File: src/rtl/calculator_n_if.sv
// Switch/button inputs and result/display outputs of calculator_n, bundled as one port.
// master drives operands and the button; slave is the calculator itself.
interface calculator_n_if #(
  parameter int WIDTH = 8
);
  logic [WIDTH-1:0] a;
  logic [WIDTH-1:0] b;
  logic [1:0]       op;
  logic             calc_button;
  logic [WIDTH-1:0] result;
  logic             carry;
  logic             overflow;
  logic             done;
  logic [6:0]       seg;
  logic [7:0]       an;

  modport master (
    output a, b, op, calc_button,
    input  result, carry, overflow, done, seg, an
  );

  modport slave (
    input  a, b, op, calc_button,
    output result, carry, overflow, done, seg, an
  );
endinterface

File: src/rtl/calculator_n.sv
// Button-triggered WIDTH-bit add/sub/AND/OR calculator with a debounced press input
// and a multiplexed active-low hex 7-segment readout of the held result.
module calculator_n #(
  parameter int WIDTH           = 8,
  parameter int DEBOUNCE_CYCLES = 4,
  parameter int SCAN_DIV        = 4
) (
  input  logic          clk,
  input  logic          rst_n,
  calculator_n_if.slave bus
);
  localparam int DIGITS = (WIDTH + 3) / 4;
  localparam int CNTW   = $clog2(DEBOUNCE_CYCLES) + 1;
  localparam int SCW    = (SCAN_DIV > 1) ? $clog2(SCAN_DIV) : 1;

  localparam logic [1:0] OP_ADD = 2'b00;
  localparam logic [1:0] OP_SUB = 2'b01;
  localparam logic [1:0] OP_AND = 2'b10;
  localparam logic [1:0] OP_OR  = 2'b11;

  logic            s1_q, s2_q;
  logic            db_q, db_d, db_prev_q;
  logic [CNTW-1:0] cnt_q, cnt_d;
  logic            press;

  logic [WIDTH-1:0] result_q, result_d;
  logic             carry_q, carry_d;
  logic             ovf_q, ovf_d;
  logic             done_q;
  logic [WIDTH:0]   sum_w, diff_w;

  logic [SCW-1:0] scan_q, scan_d;
  logic [2:0]     digit_q, digit_d;
  logic [7:0]     an_q, an_d;
  logic [6:0]     seg_q, seg_d;
  logic           scan_wrap;
  logic [31:0]    res_ext;
  logic [3:0]     nib;

  function automatic logic [6:0] glyph(input logic [3:0] h);
    case (h)
      4'h0: glyph = 7'b1000000;
      4'h1: glyph = 7'b1111001;
      4'h2: glyph = 7'b0100100;
      4'h3: glyph = 7'b0110000;
      4'h4: glyph = 7'b0011001;
      4'h5: glyph = 7'b0010010;
      4'h6: glyph = 7'b0000010;
      4'h7: glyph = 7'b1111000;
      4'h8: glyph = 7'b0000000;
      4'h9: glyph = 7'b0010000;
      4'hA: glyph = 7'b0001000;
      4'hB: glyph = 7'b0000011;
      4'hC: glyph = 7'b1000110;
      4'hD: glyph = 7'b0100001;
      4'hE: glyph = 7'b0000110;
      default: glyph = 7'b0001110;
    endcase
  endfunction

  // Counter only advances while the synchronised level disagrees with db.
  always_comb begin
    cnt_d = '0;
    db_d  = db_q;
    if (s2_q != db_q) begin
      if (cnt_q == CNTW'(DEBOUNCE_CYCLES - 1)) begin
        db_d = s2_q;
      end else begin
        cnt_d = cnt_q + CNTW'(1);
      end
    end
  end

  assign press = db_q & ~db_prev_q;

  always_comb begin
    sum_w    = {1'b0, bus.a} + {1'b0, bus.b};
    diff_w   = {1'b0, bus.a} - {1'b0, bus.b};
    result_d = result_q;
    carry_d  = carry_q;
    ovf_d    = ovf_q;
    if (press) begin
      case (bus.op)
        OP_ADD: begin
          result_d = sum_w[WIDTH-1:0];
          carry_d  = sum_w[WIDTH];
          ovf_d    = (bus.a[WIDTH-1] == bus.b[WIDTH-1]) && (sum_w[WIDTH-1] != bus.a[WIDTH-1]);
        end
        OP_SUB: begin
          result_d = diff_w[WIDTH-1:0];
          carry_d  = diff_w[WIDTH];
          ovf_d    = (bus.a[WIDTH-1] != bus.b[WIDTH-1]) && (diff_w[WIDTH-1] != bus.a[WIDTH-1]);
        end
        OP_AND: begin
          result_d = bus.a & bus.b;
          carry_d  = 1'b0;
          ovf_d    = 1'b0;
        end
        default: begin
          result_d = bus.a | bus.b;
          carry_d  = 1'b0;
          ovf_d    = 1'b0;
        end
      endcase
    end
  end

  // seg/an are loaded with the upcoming digit on wrap, so they stay registered outputs.
  always_comb begin
    scan_wrap = (scan_q == SCW'(SCAN_DIV - 1));
    scan_d    = scan_wrap ? '0 : scan_q + SCW'(1);
    digit_d   = digit_q;
    an_d      = an_q;
    seg_d     = seg_q;
    res_ext   = 32'(result_q);
    nib       = '0;
    if (scan_wrap) begin
      digit_d = (digit_q == 3'(DIGITS - 1)) ? '0 : digit_q + 3'd1;
      nib     = 4'(res_ext >> {digit_d, 2'b00});
      an_d    = ~(8'b1 << digit_d);
      seg_d   = glyph(nib);
    end
  end

  always_ff @(posedge clk or negedge rst_n) begin
    if (!rst_n) begin
      s1_q      <= 1'b0;
      s2_q      <= 1'b0;
      db_q      <= 1'b0;
      db_prev_q <= 1'b0;
      cnt_q     <= '0;
      result_q  <= '0;
      carry_q   <= 1'b0;
      ovf_q     <= 1'b0;
      done_q    <= 1'b0;
      scan_q    <= '0;
      digit_q   <= '0;
      an_q      <= 8'hFE;
      seg_q     <= 7'b1000000;
    end else begin
      s1_q      <= bus.calc_button;
      s2_q      <= s1_q;
      db_q      <= db_d;
      db_prev_q <= db_q;
      cnt_q     <= cnt_d;
      result_q  <= result_d;
      carry_q   <= carry_d;
      ovf_q     <= ovf_d;
      done_q    <= press;
      scan_q    <= scan_d;
      digit_q   <= digit_d;
      an_q      <= an_d;
      seg_q     <= seg_d;
    end
  end

  assign bus.result   = result_q;
  assign bus.carry    = carry_q;
  assign bus.overflow = ovf_q;
  assign bus.done     = done_q;
  assign bus.seg      = seg_q;
  assign bus.an       = an_q;
endmodule
File: src/flat_wrapper.sv
// flat-port wrapper written by rule: the top's interface ports become plain ports
module calculator_n_flat 
#(
  parameter int WIDTH           = 8,
  parameter int DEBOUNCE_CYCLES = 4,
  parameter int SCAN_DIV        = 4
)
  (clk, rst_n, bus_a, bus_b, bus_op, bus_calc_button, bus_result, bus_carry, bus_overflow, bus_done, bus_seg, bus_an);
  calculator_n_if #(.WIDTH(WIDTH)) bus_i ();
  input  logic clk;
  input  logic rst_n;
  input wire logic [$bits(bus_i.a)-1:0] bus_a;
  input wire logic [$bits(bus_i.b)-1:0] bus_b;
  input wire logic [$bits(bus_i.op)-1:0] bus_op;
  input wire logic [$bits(bus_i.calc_button)-1:0] bus_calc_button;
  output wire logic [$bits(bus_i.result)-1:0] bus_result;
  output wire logic [$bits(bus_i.carry)-1:0] bus_carry;
  output wire logic [$bits(bus_i.overflow)-1:0] bus_overflow;
  output wire logic [$bits(bus_i.done)-1:0] bus_done;
  output wire logic [$bits(bus_i.seg)-1:0] bus_seg;
  output wire logic [$bits(bus_i.an)-1:0] bus_an;
  assign bus_i.a = bus_a;
  assign bus_i.b = bus_b;
  assign bus_i.op = bus_op;
  assign bus_i.calc_button = bus_calc_button;
  assign bus_result = bus_i.result;
  assign bus_carry = bus_i.carry;
  assign bus_overflow = bus_i.overflow;
  assign bus_done = bus_i.done;
  assign bus_seg = bus_i.seg;
  assign bus_an = bus_i.an;
  calculator_n #(.WIDTH(WIDTH), .DEBOUNCE_CYCLES(DEBOUNCE_CYCLES), .SCAN_DIV(SCAN_DIV)) u_core (.clk(clk), .rst_n(rst_n), .bus(bus_i));
endmodule
File: config.mk
export PLATFORM = sky130hd
export DESIGN_NAME = calculator_n_flat
export DESIGN_NICKNAME = d
export VERILOG_FILES = /design/src/rtl/calculator_n_if.sv /design/src/rtl/calculator_n.sv /design/src/flat_wrapper.sv
export SDC_FILE = /design/constraint.sdc
export NUM_CORES = 1
export LEC_CHECK = 0
export CORE_MARGIN = 1
export CORE_UTILIZATION = 57
export CTS_CLUSTER_SIZE = 24
export DETAILED_ROUTE_END_ITERATION = 10
export GPL_ROUTABILITY_DRIVEN = 0
export PLACE_DENSITY_LB_ADDON = 0.2
export SLEW_MARGIN = 20
export SYNTH_ARGS = -nofsm -noshare
export SYNTH_HDL_FRONTEND = slang
export SYNTH_SLANG_ARGS = --single-unit
export TNS_END_PERCENT = 30
File: constraint.sdc
create_clock -name clk -period 6.8 [get_ports clk]
set_input_delay 1.36 -clock clk [delete_from_list [all_inputs] [get_ports clk]]
set_output_delay 1.36 -clock clk [all_outputs]
set_load 0.005 [all_outputs]
# [Word-level counts from Yosys, hierarchy flattened]
# Memories as Yosys holds them, arrays and structs flattened. A register that Yosys moved wholly into a read port is not among the register bits.
# Index checks and enable logic that the tools add are counted.
[word_totals] regBits=31 latch_bits=0 ram_bits=0 mem_bits_ro=112 in_bits=21 out_inout_bits=26 elab_cells=47 memories=1
[op_classes] addsub=5 n_mul=0 n_div=0 order_cmp=0 n_eq_ne=10 shifts=2 mux=7 bitwise=5 n_reduce_logical=5
[memory_table] name="(no name shown)" depth=16 word_bits=7 read_ports=1 rd_clocked_by_memory_dff=1 write_ports=0 line="calculator_n.sv:41" source="case (h)"
[ops] operator="$pmux 8 s3" n=1
[ops] operator="$add 8x8->9" n=1
[ops] operator="$mux 3" n=3
[ops] operator="$sub 8x8->9" n=1
[ops] operator="$and 8x8->8" n=1
[ops] operator="$not 8->8" n=1
[ops] operator="$or 8x8->8" n=1
[ops] operator="$shl 1x3->8 const A" n=1
[ops] operator="$shr 8x5->4" n=1
[ops] operator="$add 3x1->3 const B" n=2
[ops] operator="$eq 2x2->1 const B" n=2
[ops] operator="$ne 1x1->1" n=4
[ops] operator="$pmux 1 s2" n=2
[ops] operator="$eq 3x1->1 const B" n=1
[ops] operator="$eq 3x2->1 const B" n=1
[ops] operator="$add 2x1->2 const B" n=1
[ops] operator="$eq 2x1->1 const B" n=1
[ops] operator="$logic_and 1x1->1" n=2
[ops] operator="$logic_not 2->1" n=1
[ops] operator="$mux 2" n=1
[ops] operator="$reduce_and 2->1" n=1
[ops] operator="$and 1x1->1" n=1
[ops] operator="$eq 1x1->1" n=1
[ops] operator="$logic_not 1->1" n=1
[ops] operator="$not 1->1" n=1

# [Depth between registers and ports, before layout]
[logic_depth] word_depth=4 mapped_depth=11 mapped_depth_nobuf=9

# [Least setup slack after synthesis]
# Ideal clock, no wire load.
[synth_timing] path_type="input to register" startpoint="in bus_b[1]" endpoint="reg u_core.result_q[7], in the netlist u_core.bus.result[7]" arrival_time_ns=3.039 required_time_ns=6.731 slack_ns=3.691 stages=8 n_path_buf=0 path_cell_list="inv_1 ha_1 a211oi_1 o21ai_0 a221oi_1 xor2_1 or4_1 nand3_1"
[synth_between] elab_chain_cells=2 elab_cells_between_ends=3 cone_classes="add/sub: 2; mux: 1"
[synth_rtl] element="start: declaration" line="flat_wrapper.sv:13" source="input wire logic [$bits(bus_i.b)-1:0] bus_b;"
[synth_rtl] element="$sub 8x8->9 / $add 8x8->9 (equally long branches)" line="calculator_n.sv:78, calculator_n.sv:77"
[synth_rtl] element="$pmux 8 s3 *" line="calculator_n.sv:83" source="case (bus.op)"
[synth_rtl] element="end signal: assignment" line="calculator_n.sv:146" source="result_q <= result_d;"
[synth_rtl] element="end: declaration" line="calculator_n.sv:26" source="logic [WIDTH-1:0] result_q, result_d;"
# Mark *: on every way between the ends. The rest lies on a longest branch, timed or not.
# A chain may end at the register's enable or synchronous reset.

# [Worst setup path in the final report]
[layout_timing] startpoint="in bus_a[1]" endpoint="reg u_core.result_q[7], in the netlist u_core.bus.result[7]"
[layout_between] elab_chain_cells=2 elab_cells_between_ends=3 cone_classes="add/sub: 2; mux: 1"
[layout_rtl] element="start: declaration" line="flat_wrapper.sv:12" source="input wire logic [$bits(bus_i.a)-1:0] bus_a;"
[layout_rtl] element="$sub 8x8->9 / $add 8x8->9 (equally long branches)" line="calculator_n.sv:78, calculator_n.sv:77"
[layout_rtl] element="$pmux 8 s3 *" line="calculator_n.sv:83"
# Marked as above.

==> impl_metrics.prom <==
# TYPE chip_impl_metric gauge
chip_impl_metric{name="final_design_area_no_fill",unit="sq um"} 3420
chip_impl_metric{name="synth_top_area_frac",unit=""} 0.266
chip_impl_metric{name="vdd.ir_drop.worst",unit="V"} 0.000129
chip_impl_metric{name="synth_seq_cells",unit=""} 38
chip_impl_metric{name="fill_count",unit=""} 396
chip_impl_metric{name="detailedRoute.firstPassIterationCount",unit=""} 4
chip_impl_metric{name="critical_path.n_buffers_inverters",unit=""} 2
chip_impl_metric{name="dpl_cell_area",unit="sq um"} 3280
chip_impl_metric{name="synthesis.area",unit="sq um"} 2820
chip_impl_metric{name="leakage",unit="nW"} 1.54
chip_impl_info{name="synthMostInstantiatedCell",value="ha_1"} 1
chip_impl_metric{name="htree_num_levels",unit=""} 2
chip_impl_info{name="worstPathCellList",value="clkdlybuf4s50_1 -> inv_1 -> ha_1 -> a211oi_1 -> o21ai_0 -> a221oi_1 -> xor2_1 -> or4_1 -> nand3_1"} 1
chip_impl_info{name="timing_worst_setup_path_type",value="in2reg"} 1
chip_impl_info{name="cp-startpoint",value="bus_a[1]"} 1
chip_impl_metric{name="worst-endpoint-arrival",unit="ns"} 3.87
chip_impl_info{name="status",value="completed"} 1
chip_impl_info{name="min-delay-start",value="u_core.s1_q"} 1
chip_impl_info{name="top_signal_layer_used",value="met4"} 1
chip_impl_metric{name="x_dimension_of_the_die",unit="um"} 72.3
chip_impl_metric{name="finalHoldViolCount",unit=""} 0
chip_impl_metric{name="critical_path.max_stage_delay",unit="ns"} 0.57
chip_impl_metric{name="wire_length_of_the_first_global_routing_pass",unit="um"} 9600
chip_impl_metric{name="max_clock_freq",unit="GHz"} 0.274
chip_impl_metric{name="drive_above_1_share",unit=""} 0.0774
chip_impl_metric{name="post_synth_edffs",unit=""} 0
chip_impl_info{name="regToRegStartpoint",value="u_core.digit_q[0]"} 1
chip_impl_metric{name="yosysWarnings",unit=""} 0
chip_impl_metric{name="maxSlewViolCount",unit=""} 0
chip_impl_metric{name="mappedNetlistNets",unit=""} 370
chip_impl_metric{name="route.detailed.wl_per_inst",unit="um"} 13.4
chip_impl_metric{name="seq_power_share",unit=""} 0.338
chip_impl_metric{name="post-cts-setup-buffer-count",unit=""} 0
chip_impl_info{name="synth_top_cells_by_area",value="dfrtp_1 (27%), ha_1 (15%), dfstp_2 (7.5%), a21oi_1 (4.8%), inv_1 (4.4%)"} 1
chip_impl_metric{name="drt-initial-drc-count",unit=""} 180
chip_impl_metric{name="worstMarginPinSlew",unit="ns"} 1.06
chip_impl_metric{name="numCtsBuffers",unit=""} 5
chip_impl_metric{name="netlist_instances",unit=""} 313
chip_impl_metric{name="critical_path_peak_fanout",unit=""} 4
chip_impl_info{name="unrepaired_setup_endpoints_after_global_routing",value="false"} 1
chip_impl_metric{name="syn_area_per_cell",unit="sq um"} 9.01
chip_impl_metric{name="start_util",unit=""} 0.593
chip_impl_info{name="synth_commonest_cells",value="ha_1 (34), inv_1 (33), nor2_1 (33)"} 1
chip_impl_info{name="cp_startpoint_kind",value="input port"} 1
chip_impl_metric{name="internal-power",unit="uW"} 664
chip_impl_info{name="critical-path-slowest-cell",value="clkdlybuf4s50_1"} 1
chip_impl_metric{name="routed_wirelength",unit="um"} 5570
chip_impl_metric{name="number_of_antenna_violations_at_the_first_check_in_global_routing",unit=""} 0
chip_impl_metric{name="core",unit="sq um"} 4750
chip_impl_metric{name="dp_hpwl",unit="um"} 4060
chip_impl_metric{name="final-setup-viol-count",unit=""} 0
chip_impl_metric{name="number_of_standard_cells_in_the_final_layout_excluding_fillers",unit=""} 416
chip_impl_info{name="timing.critical_path.to_type",value="register"} 1
chip_impl_metric{name="grt_pass1_vias",unit=""} 2217
chip_impl_metric{name="globalRouteOverflowTotal",unit=""} 0
chip_impl_metric{name="drt-vias-per-instance",unit=""} 5.49
chip_impl_metric{name="synth_async_sr_flop_share",unit=""} 1.00
chip_impl_metric{name="core.rowCount",unit=""} 25
chip_impl_metric{name="final_worst_path_period_need",unit="ns"} 3.64
chip_impl_metric{name="met2_length",unit="um"} 2820
chip_impl_metric{name="die_area",unit="sq um"} 5230
chip_impl_metric{name="fin_setup_tns",unit="ns"} 0
chip_impl_metric{name="power.share.clock",unit=""} 0.235
chip_impl_info{name="min_path_type",value="reg2reg"} 1
chip_impl_metric{name="cts_hold_buffers",unit=""} 0
chip_impl_metric{name="grt_max_degree",unit=""} 39
chip_impl_metric{name="max_cap_violations",unit=""} 0
chip_impl_metric{name="critical_path_required",unit="ns"} 7.02
chip_impl_info{name="synth-main-ff-cell",value="dfrtp_1"} 1
chip_impl_info{name="clk_root_buffer_cell",value="clkbuf_8"} 1
chip_impl_metric{name="ctsLongestPathBuffers",unit=""} 2
chip_impl_metric{name="cts.sinks",unit=""} 38
chip_impl_metric{name="synth-seq-area-share",unit=""} 0.341
chip_impl_metric{name="routed_metal_1_wire_length",unit="um"} 2530
chip_impl_metric{name="post-route-drc-count",unit=""} 0
chip_impl_metric{name="ant_nets",unit=""} 0
chip_impl_info{name="cts_tree",value="built"} 1
chip_impl_metric{name="port-buffer-count",unit=""} 46
chip_impl_metric{name="finClkSkew",unit="ns"} 0.00570
chip_impl_metric{name="grtUsageTotal",unit=""} 0.234
chip_impl_metric{name="combPwrFrac",unit=""} 0.427
chip_impl_metric{name="antenna_cells",unit=""} 0
chip_impl_metric{name="timing.slew.headroom",unit=""} 0.288
chip_impl_metric{name="cts.clk_slew.worst_paths",unit="ns"} 0.08
chip_impl_info{name="netlist.top_cell.by_area",value="dfrtp_1"} 1
chip_impl_metric{name="clock_insertion_delay_worst_skew",unit="ns"} 0.29
chip_impl_metric{name="cts_repair_resize_count",unit=""} 0
chip_impl_metric{name="sw_frac_of_total",unit=""} 0.339
chip_impl_metric{name="netSwitchingPower",unit="uW"} 340
chip_impl_metric{name="met3_wirelength",unit="um"} 174
chip_impl_metric{name="routed-via-count",unit=""} 2284
chip_impl_metric{name="die_y",unit="um"} 72.3
chip_impl_metric{name="synthToLayoutAreaGrowth",unit="%"} 21.3
chip_impl_metric{name="power_density",unit="nW/um^2"} 294
chip_impl_metric{name="numPlacedInstances",unit=""} 408
chip_impl_metric{name="io_pins",unit=""} 47
chip_impl_info{name="path_delay_family",value="compound AO/OA/AOI/OAI gates"} 1
chip_impl_metric{name="design.final.nets",unit=""} 405
chip_impl_metric{name="min_period_over_period",unit=""} 0.536
chip_impl_metric{name="synth.lib_cells_used.distinct",unit=""} 57
-- layout make-up --
class                      instances  area (sq um)  share of cell area
multi-input combinational        222          1650               0.481
sequential                        38           961               0.281
timing repair buffer              46           455               0.133
inverter                          35           131              0.0384
tap                               67          83.8              0.0245
clock buffer                       6          82.6              0.0241
clock inverter                     2          60.1              0.0176
-- state kept, by name, summed over array words and instances (netlist names) --
register,flops
u_core.cnt_q,3
u_core.db_q,1
u_core.bus.an,8
u_core.bus.carry,1
u_core.db_prev_q,1
u_core.s1_q,1
u_core.bus.result,8
u_core.digit_q,3
u_core.s2_q,1
u_core.scan_q,2
u_core.bus.overflow,1
u_core.bus.done,1
u_core.bus.seg,7
-- logic make-up (layout without fill, tap and decap cells) --
logic type,count (synthesis),count (layout),synth area share
AND/OR/NAND/NOR,85,85,0.137
buffers and inverters,53,89,0.0759
AO/OA/AOI/OAI,76,76,0.181
flip-flops,38,38,0.341
XOR/XNOR,8,8,0.0248
adder cells (fa/ha/maj),36,36,0.165
multiplexers,17,17,0.0763
-- per-stage QoR --
stage               utilization  hold WS [ns]  power [mW]  setup WS, ns
floorplan                     -         0.331       0.591          3.69
global placement          0.689         0.334       0.753          2.99
detailed placement        0.689         0.336       0.764          2.89
CTS                       0.719         0.350        1.01          3.18
global route              0.719         0.349        1.07          3.04
finish                    0.719         0.346        1.00          3.16
-- worst paths after layout --
path / end / slack [ns] / cells past startpoint
worst max-delay path: u_core.bus.result[7] / 3.16 / 9
worst min-delay path: u_core.s2_q / 0.35 / 0
worst max register to register: u_core.bus.seg[3] / 4.04 / 7
worst min register to register: u_core.s2_q / 0.35 / 0
max in group asynchronous: u_core.digit_q[1] / 5.12 / 1
min in group asynchronous: u_core.cnt_q[0] / 1.16 / 1
-- metal layers --
metal  GRT usage  vias to the layer above
li1            -                     1146
met1       0.290                     1073
met2       0.409                       59
met3      0.0389                        6
met4      0.0828                        0
met5           0                        -
-- power by group through the flow --
stage                     Combinational [mW]  Clock [mW]  Sequential, mW
after global routing                   0.475       0.248           0.348
final                                  0.429       0.236           0.340
after global placement                 0.411           0           0.342
after floorplan                        0.255           0           0.336
after CTS                              0.430       0.239           0.341
after detailed placement               0.420           0           0.344
-- layout by cell type (no fill, tap or decap), types with 2 or more instances in the layout --
master           instances
a31oi_1                  5
mux2_2                   2
a21oi_1                 27
nand2b_1                 3
o21ai_0                 15
a41oi_1                  3
xnor2_1                  6
nor4_1                   2
nor2b_1                  4
o22a_1                   3
clkdlybuf4s50_1         45
nor3_1                   5
mux2i_1                 11
dfrtp_1                 30
bufinv_16                2
o211ai_1                 3
a32oi_1                  2
nand2_1                 23
nor2_1                  33
ha_1                    34
nor3b_1                  3
clkbuf_8                 6
a22oi_1                  2
inv_1                   33
xor2_1                   2
dfstp_2                  8
mux4_2                   2
fa_1                     2
nand3_1                  6
(Power assumes the default switching activity.)
